**config.mk**
```make
export PLATFORM = sky130hd
export DESIGN_NAME = rl_pair_scheduler
export DESIGN_NICKNAME = d
export VERILOG_FILES = /design/src/rtl/rl_pair_scheduler.sv
export SDC_FILE = /design/constraint.sdc
export NUM_CORES = 1
export LEC_CHECK = 0
export BUFFER_PORTS_ARGS = -buffer_cell sky130_fd_sc_hd__buf_4
export CORE_AREA = 2 2 127 129
export DETAILED_ROUTE_END_ITERATION = 8
export DIE_AREA = 0 0 129 131
export HOLD_SLACK_MARGIN = 0.08
export PLACE_DENSITY_LB_ADDON = 0.3
export SYNTH_ARGS = -nofsm -noshare
export SYNTH_HDL_FRONTEND = slang
export SYNTH_SLANG_ARGS = --single-unit
```
**constraint.sdc**
```tcl
create_clock -name clk_i -period 3.08 [get_ports clk_i]
set_clock_uncertainty 0.15 [all_clocks]
set_input_delay 0.308 -clock clk_i [delete_from_list [all_inputs] [get_ports clk_i]]
set_output_delay 0.308 -clock clk_i [all_outputs]
set_load 0.01 [all_outputs]
```
**src/rtl/rl_pair_scheduler.sv**
```systemverilog
// Pair scheduler for the range-limited force unit: loads a reference group into the filter
// lanes, streams every neighbor past them, then drains the buffers before the next group.
module rl_pair_scheduler #(
  parameter int unsigned NumFilter = 8,
  parameter int unsigned IdWidth   = 8,
  parameter int unsigned DrainWait = 4
) (
  input  logic                 clk_i,
  input  logic                 rst_i,
  input  logic                 start_i,
  input  logic [IdWidth-1:0]   num_ref_i,
  input  logic [IdWidth-1:0]   num_nb_i,
  input  logic [IdWidth-1:0]   num_home_i,
  output logic                 ref_rd_en_o,
  output logic [IdWidth-1:0]   ref_rd_addr_o,
  output logic [NumFilter-1:0] ref_latch_en_o,
  output logic                 nb_rd_en_o,
  output logic [IdWidth-1:0]   nb_rd_addr_o,
  output logic [NumFilter-1:0] pair_valid_o,
  output logic [IdWidth-1:0]   nb_particle_id_o,
  output logic [IdWidth-1:0]   ref_particle_id_o,
  input  logic [NumFilter-1:0] back_pressure_i,
  input  logic                 all_buffer_empty_i,
  output logic                 busy_o,
  output logic                 done_o
);

  localparam int unsigned CntW   = IdWidth + 1;
  localparam int unsigned SlotW  = (NumFilter > 1) ? $clog2(NumFilter) : 1;
  localparam int unsigned DrainW = (DrainWait > 0) ? $clog2(DrainWait + 1) : 1;
  localparam logic [SlotW-1:0]  LastSlot  = SlotW'(NumFilter - 1);
  localparam logic [DrainW-1:0] DrainLast = DrainW'(DrainWait);

  typedef enum logic [2:0] {StIdle, StLoadRef, StPair, StDrain, StNext, StDone} state_e;

  state_e               state_q, state_d;
  logic [IdWidth-1:0]   num_ref_q, num_ref_d, num_nb_q, num_nb_d, num_home_q, num_home_d;
  logic [CntW-1:0]      base_q, base_d, cnt_q, cnt_d;
  logic [SlotW-1:0]     slot_q, slot_d;
  logic [DrainW-1:0]    drain_q, drain_d;
  logic [NumFilter-1:0] active_q, active_d, latch_q, latch_d, pv_q, pv_d;
  logic [IdWidth-1:0]   nb_id_q, nb_id_d;
  logic                 done_q, done_d;

  logic [CntW-1:0]      slot_base, base_inc;
  logic [NumFilter-1:0] home_mask;
  logic                 stall;

  assign slot_base = base_q + CntW'(slot_q);
  assign base_inc  = base_q + CntW'(NumFilter);
  assign stall     = |(back_pressure_i & active_q);

  // Home-cell neighbors pair only with lower-indexed references: no self pairs, no duplicates.
  always_comb begin
    home_mask = '1;
    if (cnt_q < {1'b0, num_home_q}) begin
      for (int unsigned s = 0; s < NumFilter; s++) begin
        home_mask[s] = (base_q + CntW'(s)) < cnt_q;
      end
    end
  end

  always_comb begin
    state_d       = state_q;
    num_ref_d     = num_ref_q;
    num_nb_d      = num_nb_q;
    num_home_d    = num_home_q;
    base_d        = base_q;
    cnt_d         = cnt_q;
    slot_d        = slot_q;
    drain_d       = drain_q;
    active_d      = active_q;
    latch_d       = '0;
    pv_d          = '0;
    nb_id_d       = nb_id_q;
    ref_rd_en_o   = 1'b0;
    ref_rd_addr_o = '0;
    nb_rd_en_o    = 1'b0;
    nb_rd_addr_o  = '0;
    case (state_q)
      StIdle: begin
        if (start_i) begin
          num_ref_d  = num_ref_i;
          num_nb_d   = num_nb_i;
          num_home_d = num_home_i;
          base_d     = '0;
          slot_d     = '0;
          state_d    = (num_ref_i == '0) ? StDone : StLoadRef;
        end
      end
      StLoadRef: begin
        ref_rd_en_o      = 1'b1;
        ref_rd_addr_o    = slot_base[IdWidth-1:0];
        latch_d          = {{(NumFilter-1){1'b0}}, 1'b1} << slot_q;
        active_d[slot_q] = slot_base < {1'b0, num_ref_q};
        if (slot_q == LastSlot) begin
          slot_d  = '0;
          cnt_d   = '0;
          state_d = StPair;
        end else begin
          slot_d = slot_q + SlotW'(1);
        end
      end
      StPair: begin
        // Reaching the end count implies the last pair is on the outputs this cycle.
        if (cnt_q == {1'b0, num_nb_q}) begin
          drain_d = '0;
          state_d = StDrain;
        end else if (!stall) begin
          nb_rd_en_o   = 1'b1;
          nb_rd_addr_o = cnt_q[IdWidth-1:0];
          nb_id_d      = cnt_q[IdWidth-1:0];
          pv_d         = active_q & home_mask;
          cnt_d        = cnt_q + CntW'(1);
        end
      end
      StDrain: begin
        if (drain_q != DrainLast) begin
          drain_d = drain_q + DrainW'(1);
        end else if (all_buffer_empty_i) begin
          state_d = StNext;
        end
      end
      StNext: begin
        base_d  = base_inc;
        slot_d  = '0;
        state_d = (base_inc >= {1'b0, num_ref_q}) ? StDone : StLoadRef;
      end
      StDone: state_d = StIdle;
      default: state_d = StIdle;
    endcase
  end

  assign done_d = (state_q == StDone);

  always_ff @(posedge clk_i) begin
    if (rst_i) begin
      state_q    <= StIdle;
      num_ref_q  <= '0;
      num_nb_q   <= '0;
      num_home_q <= '0;
      base_q     <= '0;
      cnt_q      <= '0;
      slot_q     <= '0;
      drain_q    <= '0;
      active_q   <= '0;
      latch_q    <= '0;
      pv_q       <= '0;
      nb_id_q    <= '0;
      done_q     <= 1'b0;
    end else begin
      state_q    <= state_d;
      num_ref_q  <= num_ref_d;
      num_nb_q   <= num_nb_d;
      num_home_q <= num_home_d;
      base_q     <= base_d;
      cnt_q      <= cnt_d;
      slot_q     <= slot_d;
      drain_q    <= drain_d;
      active_q   <= active_d;
      latch_q    <= latch_d;
      pv_q       <= pv_d;
      nb_id_q    <= nb_id_d;
      done_q     <= done_d;
    end
  end

  // done is registered off the DONE state, so busy covers that extra cycle too.
  assign ref_latch_en_o    = latch_q;
  assign pair_valid_o      = pv_q;
  assign nb_particle_id_o  = nb_id_q;
  assign ref_particle_id_o = (state_q == StNext) ? base_inc[IdWidth-1:0] : base_q[IdWidth-1:0];
  assign done_o            = done_q;
  assign busy_o            = (state_q != StIdle) | done_q;

endmodule

```
==> impl_metrics.py, run 1 <==
metrics = {
    "run_status": {
        "outcome": "finished, final reports clean",
    },
    "placed_design": {
        "io_buffers": 84,
        "post-dp-hpwl_mm": 9.19,
        "place_congestion": 0.830,
    },
    "synthesis": {
        "synth_area_per_cell_um2": 7.98,
        "synthDominantCellAreaShare_pct": 35.2,
        "yosys-top-cells-area": "dfxtp_1, ha_1, nand2_1",
        "synth_cells": 578,
        "synth_seq_cells": 81,
        "yosysSeqAreaShare_pct": 35.2,
        "async_reset_ff_share_pct": 0,
        "synth_edf_count": 0,
        "ys_top_cells_by_count": "nand2_1, dfxtp_1, a21oi_1",
        "yosysUniqueCellTypes": 53,
        "synth.most_common_cell": "nand2_1",
        "synth_flop_cell": "dfxtp_1",
        "syn-cell-area_um2": 4610,
        "yosys_warnings": 0,
        "yosysTopAreaCell": "dfxtp_1",
    },
    "global_routing": {
        "grt_pass1_wl_mm": 19.6,
        "grt_pass1_vias": 3954,
        "overflow": 0,
        "antenna_found_initial": 0,
        "grt_usage_pct": 14.7,
        "grt_max_degree": 60,
    },
    "hold_path": {
        "hold_path.class": "primary input to flop",
        "min-delay-start": "num_home_i[7]",
    },
    "run": {
        "cap_violations": 0,
    },
    "drt": {
        "wl_mm": 12.2,
        "viasPerCell": 4.70,
        "drc": 0,
        "wl_per_cell_um": 14.0,
        "ant_nets": 0,
        "firstDrtPassIters": 4,
        "dr_total_vias": 4109,
        "drt_iter0_drc": 204,
    },
    "power": {
        "p_per_area_nw_per_um2": 413,
        "fin_total_pwr_uw": 2400,
        "p_leak_uw": 0.00267,
        "peakVddDrop_mv": 0.293,
    },
    "sta": {
        "rsz0062_at_grt": "false",
        "finalCriticalPeriod_ns": 2.78,
        "maxSlewViolCount": 0,
        "setup_viol": 0,
        "tightest_slew_ns": 0.858,
        "final.setup.tns_ns": 0,
        "hold_viol_final": 0,
        "fin_crit_sh_pct": 90.4,
        "fmax_mhz": 359,
        "relSlewSlack_pct": 42.3,
    },
    "critical_path": {
        "critPathMaxFanout": 11,
        "worstSetupStartpoint": "cnt_q[1]",
        "critPathKind": "flop to primary output",
        "end_kind": "primary output",
        "r2r_start": "base_q[4]",
        "cp_data_arrival_time_ns": 2.33,
        "critPathLaunchType": "flop",
        "crit_required_ns": 2.62,
    },
    "floorplanning": {
        "core_area_um2": 15600,
        "die_x_um": 129,
        "die_area_um2": 16900,
        "io_pins": 88,
        "start_util_pct": 29.6,
        "row_count": 46,
        "fp.dieH_um": 131,
    },
    "clock_tree": {
        "cts_sinks": 81,
        "cts.repair.resized": 0,
        "path_clk_slew_ns": 0.06,
        "clk_latency_ns": 0.34,
        "cts-hold-fix-buffers": 18,
        "cts_tree": "built",
        "cts_buffer_depth": 2,
        "htree_levels": 3,
        "numCtsBuffers": 9,
        "cts_setup_buffers": 0,
        "clk_root_buffer_cell": "clkbuf_16",
    },
    "layout": {
        "diodes": 0,
        "fin_nets": 736,
        "area_growth_pct": 26.2,
        "drive_gt1_share_pct": 17.0,
    },
}
cell families (layout without fill, tap and decap cells):
logic type                 count (synthesis)  count (layout)  share of synthesized area (%)
adders and majority gates                 47              47                           12.8
muxes                                      3               3                          0.678
and+or+nand+nor                          216             216                           23.3
buffers and inverters                     83             161                           7.68
other                                      1               3                         0.0813
AOI/OAI and AO/OA                        127             127                           16.6
DFF                                       81              81                           35.2
xor gates and xnor gates                  20              20                           3.80
report_power, final:
group | internal, uW | switching (uW) | total [uW]
sequential | 1070 | 21.4 | 1100
clock | 631 | 440 | 1070
combinational | 107 | 131 | 238
metrics by stage:
step                utilization (%)  hold WS, ns  instance area [um2]  instances  worst slack, ns
floorplan                         -        0.286                 4620        580            0.844
global placement               34.3        0.298                 5340        840            0.671
detailed placement             34.3        0.299                 5340        840            0.617
CTS                            37.3       0.0830                 5820        874            0.283
global route                   37.3       0.0871                 5820        874           0.0487
finish                         37.3       0.0907                 5820        874            0.295
layout make-up:
class	instances	area (um2)
Fill cell	1626	9780
Multi-Input combinational cell	416	2640
Sequential cell	81	1620
Timing Repair Buffer	106	841
Tap cell	216	270
Clock buffer	10	229
Inverter	39	146
Clock inverter	6	67.6
worst paths after layout:
kind                            slack [ns]  cells after the start               to
worst min-delay path                  0.09                      3    num_home_q[7]
worst max register to register        0.59                      8       state_q[2]
worst max-delay path                  0.30                      8  nb_rd_addr_o[1]
worst min register to register        0.30                      2    num_home_q[4]
cell usage in the layout, fill, tap and decap left out, drive strengths merged, types with 9 or more instances in the layout:
master and count:
a21o 9, ha 47, nor3 9, clkbuf 10
dlygate4sd3 18, nand2b 9, a21oi 62, nand2 90
nand3 12, xor2 12, o21ai 24, inv 40
buf 88, nor2 36, and2 14, nand3b 9
dfxtp 81
sequential cells by signal, summed over array words and instances (netlist names):
name              cells
num_ref_q             8
ref_latch_en_o        8
nb_particle_id_o      8
done_o                1
slot_q                3
num_home_q            8
cnt_q                 9
state_q               3
active_q              8
pair_valid_o          8
num_nb_q              8
base_q                6
drain_q               3
worst max-delay path: stages, from the launching register on:
cell	delay, ns
dfxtp_1	0.60
xor2_1	0.12
nor3_1	0.22
nand4_2	0.30
nand2_2	0.28
inv_1	0.15
nand2_1	0.12
inv_1	0.05
buf_4	0.13
layer usage:
metal / wire length, um / vias to the layer above / part of all wire, % / track usage (%)
li1: - / 2102 / - / -
met1: 5750 / 1912 / 47 / 19.9
met2: 5820 / 87 / 48 / 23.6
met3: 495 / 8 / 4.1 / 2.40
met4: 141 / 0 / 1.2 / 5.75
met5: 0 / - / 0 / 0
Power figures use the tool's default switching activity.
==> run 2, diff against run 1 <==
--- a/config.mk
+++ b/config.mk
@@ -6,9 +6,9 @@
 export NUM_CORES = 1
 export LEC_CHECK = 0
 export BUFFER_PORTS_ARGS = -buffer_cell sky130_fd_sc_hd__buf_4
-export CORE_AREA = 2 2 127 129
+export CORE_AREA = 8 8 133 135
 export DETAILED_ROUTE_END_ITERATION = 8
-export DIE_AREA = 0 0 129 131
+export DIE_AREA = 0 0 141 143
 export HOLD_SLACK_MARGIN = 0.08
 export PLACE_DENSITY_LB_ADDON = 0.3
 export SYNTH_ARGS = -nofsm -noshare
==> impl_metrics.py, run 2 (synthesis results as in run 1) <==
metrics = {
    "run_status": {
        "outcome": "finished, final reports clean",
    },
    "placed_design": {
        "post-dp-hpwl_mm": 9.71,
        "place_congestion": 0.781,
        "io_buffers": 84,
        "dp_cells": 838,
    },
    "floorplanning": {
        "die_x_um": 141,
        "io_pins": 88,
        "die_area_um2": 20200,
        "row_count": 46,
        "core_area_um2": 15600,
        "start_util_pct": 29.6,
        "fp.dieH_um": 143,
    },
    "critical_path": {
        "r2r_start": "base_q[4]",
        "critPathLaunchType": "flop",
        "crit_required_ns": 2.62,
        "reg2reg_slack_ns": 0.52,
        "reg2reg_to": "state_q[2]",
        "end_kind": "primary output",
        "reg2regPathDepth": 8,
        "cp_data_arrival_time_ns": 2.33,
        "critPathMaxFanout": 10,
        "critPathKind": "flop to primary output",
    },
    "hold_path": {
        "holdPathStages": 3,
        "whs_endpoint": "num_nb_q[3]",
        "min-delay-start": "num_nb_i[3]",
        "hold_path.class": "primary input to flop",
    },
    "global_routing": {
        "grt_pass1_vias": 4044,
        "grt_pass1_wl_mm": 21.1,
        "grt_max_degree": 60,
        "overflow": 0,
        "antenna_found_initial": 0,
        "grt_usage_pct": 13.1,
    },
    "layout": {
        "fin_nets": 738,
        "diodes": 0,
        "regMostFlops": "cnt_q",
        "largest_reg_flops": 9,
        "drive_gt1_share_pct": 17.3,
        "mostFrequentLayoutCells": "nand2_1, buf_4, dfxtp_1, a21oi_1, ha_1",
        "mostFrequentLayoutCell": "nand2_1",
        "fin_cells": 876,
        "area_growth_pct": 26.6,
    },
    "drt": {
        "dr_total_vias": 4116,
        "drt_iter0_drc": 279,
        "wl_mm": 12.6,
        "met1_length_mm": 5.92,
        "firstDrtPassIters": 4,
        "highest-signal-layer": "met4",
        "drc": 0,
        "wl_met3_um": 599,
        "wl_per_cell_um": 14.4,
        "viasPerCell": 4.70,
        "wl_met2_mm": 5.93,
        "ant_nets": 0,
    },
    "power": {
        "p_sw_uw": 617,
        "power.share.switching_pct": 26.0,
        "peakVddDrop_mv": 0.259,
        "seq_power_share_pct": 46.1,
        "p_int_uw": 1760,
        "pwr-share-comb_pct": 10.1,
        "p_per_area_nw_per_um2": 407,
        "p_leak_uw": 0.00268,
        "clockPowerShare_pct": 43.8,
    },
    "clock_tree": {
        "cts_tree": "built",
        "htree_levels": 3,
        "cts_sinks": 81,
        "path_clk_slew_ns": 0.07,
        "cts_setup_buffers": 0,
        "numCtsBuffers": 9,
        "clk_root_buffer_cell": "clkbuf_16",
        "cts_buffer_depth": 2,
        "clk_latency_ns": 0.35,
    },
    "sta": {
        "relSlewSlack_pct": 39.4,
        "fin_crit_sh_pct": 90.6,
        "hold_viol_final": 0,
        "tightest_slew_ns": 0.901,
        "fmax_mhz": 358,
        "finalCriticalPeriod_ns": 2.79,
        "rsz0062_at_grt": "false",
        "maxSlewViolCount": 0,
        "setup_viol": 0,
        "final.setup.tns_ns": 0,
        "hold_ws_ns": 0.0904,
    },
    "run": {
        "cap_violations": 0,
    },
}
[run 2: per-stage QoR]
step	utilization [%]	power [uW]	setup WS [ns]	instance area, um2
final	37.4	2380	0.290	5840
after global routing	37.4	2480	0.0816	5840
after CTS	37.4	2400	0.221	5840
after detailed placement	34.2	1340	0.571	5330
after global placement	34.2	1330	0.654	5330
after floorplan	-	1250	0.844	4620
[run 2: layout make-up]
cell class	count	area, um2
clock inverter	6	50.0
inverter	39	146
sequential	81	1630
multi-input combinational	416	2640
clock buffer	10	239
fill	1611	9760
tap	216	270
timing repair buffer	108	866
[run 2: worst max path at each step]
stage / start / end / slack [ns] / cells past startpoint
final: cnt_q[6] / nb_rd_addr_o[6] / 0.29 / 8
after detailed placement: base_q[4] / state_q[2] / 0.57 / 8
after CTS: cnt_q[1] / nb_rd_addr_o[6] / 0.22 / 8
after global placement: cnt_q[1] / nb_rd_addr_o[1] / 0.65 / 8
after global routing: cnt_q[6] / nb_rd_addr_o[4] / 0.08 / 8
after floorplan: base_q[5] / state_q[2] / 0.84 / 9
[run 2: per-layer routing]
metal | vias up | GRT usage, %
li1 | 2104 | -
met1 | 1914 | 16.7
met2 | 89 | 21.2
met3 | 9 | 3.17
met4 | 0 | 4.30
met5 | - | 0
[run 2: worst max-delay path, stage by stage (launching register included)]
cell	delay [ns]
dfxtp_1	0.46
xor2_1	0.12
nor4_2	0.31
nand4_2	0.31
nand2_2	0.29
inv_1	0.16
nand2_1	0.13
inv_1	0.05
buf_4	0.14
[run 2: power groups by stage]
stage	clock (uW)	combinational (uW)	sequential (uW)
6_report	1040	240	1100
5_1_grt	1110	271	1100
4_1_cts	1060	243	1100
3_5_place_dp	0	219	1120
3_3_place_gp	0	216	1120
2_1_floorplan	0	142	1110
[run 2: timing repair]
item,4_1_cts,5_1_grt
setup endpoints to repair,0,2
hold endpoints to repair,22,0
gates resized for setup,0,3
hold buffers,22,0
==> run 3, diff against run 2 <==
--- a/config.mk
+++ b/config.mk
@@ -6,9 +6,9 @@
 export NUM_CORES = 1
 export LEC_CHECK = 0
 export BUFFER_PORTS_ARGS = -buffer_cell sky130_fd_sc_hd__buf_4
-export CORE_AREA = 8 8 133 135
+export CORE_AREA = 8 8 148 122
 export DETAILED_ROUTE_END_ITERATION = 8
-export DIE_AREA = 0 0 141 143
+export DIE_AREA = 0 0 156 130
 export HOLD_SLACK_MARGIN = 0.08
 export PLACE_DENSITY_LB_ADDON = 0.3
 export SYNTH_ARGS = -nofsm -noshare
==> impl_metrics.py, run 3 (synthesis results as in run 1) <==
metrics = {
    "hold_path": {
        "holdPathStages": 3,
        "hold_path.class": "primary input to flop",
    },
    "global_routing": {
        "grt_util_met1_pct": 17.6,
        "overflow": 0,
        "met2_usage_pct": 19.5,
        "grt_usage_pct": 13.0,
        "grt_max_degree": 60,
        "use_met3_pct": 3.30,
        "grt_pass1_wl_mm": 21.0,
        "grt-busiest-layer": "met2",
        "antenna_found_initial": 0,
        "grt_pass1_vias": 4037,
    },
    "critical_path": {
        "critPathKind": "flop to primary output",
        "cp_data_arrival_time_ns": 2.36,
        "critPathLaunchType": "flop",
        "end_kind": "primary output",
        "reg2regPathDepth": 5,
        "critPathMaxFanout": 11,
        "crit_required_ns": 2.62,
    },
    "floorplanning": {
        "start_util_pct": 29.7,
        "die_x_um": 156,
        "core_area_um2": 15500,
        "row_count": 41,
        "fp.dieH_um": 130,
        "io_pins": 88,
        "die_area_um2": 20300,
    },
    "placed_design": {
        "place_congestion": 0.851,
        "io_buffers": 84,
        "post-dp-hpwl_mm": 10.0,
        "dp_cells": 838,
    },
    "power": {
        "p_leak_uw": 0.00269,
        "p_per_area_nw_per_um2": 417,
        "peakVddDrop_mv": 0.211,
    },
    "layout": {
        "largest_reg_flops": 9,
        "multi_input_area_um2": 2640,
        "mostFrequentLayoutCell": "nand2_1",
        "fillers": 1623,
        "utilization_pct": 37.6,
        "area_growth_pct": 26.7,
        "register_area_um2": 1620,
        "drive_gt1_share_pct": 16.8,
        "fin_cells": 874,
        "diodes": 0,
        "mostFrequentLayoutCells": "nand2_1, buf_4, dfxtp_1, a21oi_1, ha_1",
        "regMostFlops": "cnt_q",
        "fin_nets": 737,
    },
    "drt": {
        "drt_iter0_drc": 223,
        "firstDrtPassIters": 5,
        "drc": 0,
        "dr_total_vias": 4185,
        "wl_mm": 12.9,
        "viasPerCell": 4.79,
        "ant_nets": 0,
        "wl_per_cell_um": 14.8,
    },
    "clock_tree": {
        "cts.repair.resized": 0,
        "htree_levels": 3,
        "cts_sinks": 81,
        "cts_tree": "built",
        "clk_latency_ns": 0.35,
        "path_clk_slew_ns": 0.06,
        "clk_root_buffer_cell": "clkbuf_16",
        "numCtsBuffers": 9,
        "cts_buffer_depth": 2,
    },
    "sta": {
        "maxSlewViolCount": 0,
        "final.setup.tns_ns": 0,
        "fmax_mhz": 355,
        "finalCriticalPeriod_ns": 2.82,
        "fin_crit_sh_pct": 91.5,
        "hold_viol_final": 0,
        "setup_viol": 0,
        "tightest_slew_ns": 0.808,
        "rsz0062_at_grt": "false",
        "relSlewSlack_pct": 45.6,
    },
    "run_status": {
        "outcome": "finished, final reports clean",
    },
    "run": {
        "cap_violations": 0,
    },
}
## run 3: what timing repair did
action / CTS / global route
hold buffers: 20 / 0
setup buffers: 0 / 0
hold endpoints to repair: 20 / 0
## run 3: path summary, 6_finish.rpt
check        slack [ns]     startpoint         endpoint
min                0.09    num_nb_i[4]      num_nb_q[4]
max reg2reg        0.58       cnt_q[6]  pair_valid_o[0]
max                0.26       cnt_q[2]  nb_rd_addr_o[4]
min reg2reg        0.31  num_home_q[6]    num_home_q[6]
## run 3: metrics by stage
step | instance area (um2) | power (uW) | setup WS [ns] | hold slack [ns]
5_1_grt | 5840 | 2550 | 0.0213 | 0.0910
3_3_place_gp | 5330 | 1340 | 0.663 | 0.297
3_5_place_dp | 5330 | 1340 | 0.590 | 0.302
2_1_floorplan | 4620 | 1250 | 0.844 | 0.286
4_1_cts | 5840 | 2460 | 0.238 | 0.0852
6_report | 5840 | 2440 | 0.262 | 0.0911
## run 3: report_power, final
group          switching (uW)  internal, uW  total [uW]  leakage [uW]
logic                     131           108         239       0.00188
registers                24.1          1070        1100      0.000657
clock network             428           672        1100      0.000149
## run 3: layout make-up
cell class	count	area share, %
Timing Repair Buffer	107	14.6
Clock buffer	12	4.39
Tap cell	215	4.60
Clock inverter	4	0.878
Sequential cell	81	27.8
Multi-Input combinational cell	416	45.3
Inverter	39	2.51
## run 3: layer usage
layer	up-vias	wire, um
met1	1940	6420
met4	0	261
met5	-	0
met2	105	5560
li1	2116	-
met3	24	683
## run 3: worst max-delay path, stage by stage, from the launching register on
cell     delay (ns)
dfxtp_1        0.60
xor2_1         0.12
nor3_1         0.25
nand4_2        0.31
nand2_2        0.28
inv_1          0.15
nand2_1        0.12
inv_1          0.05
buf_4          0.13
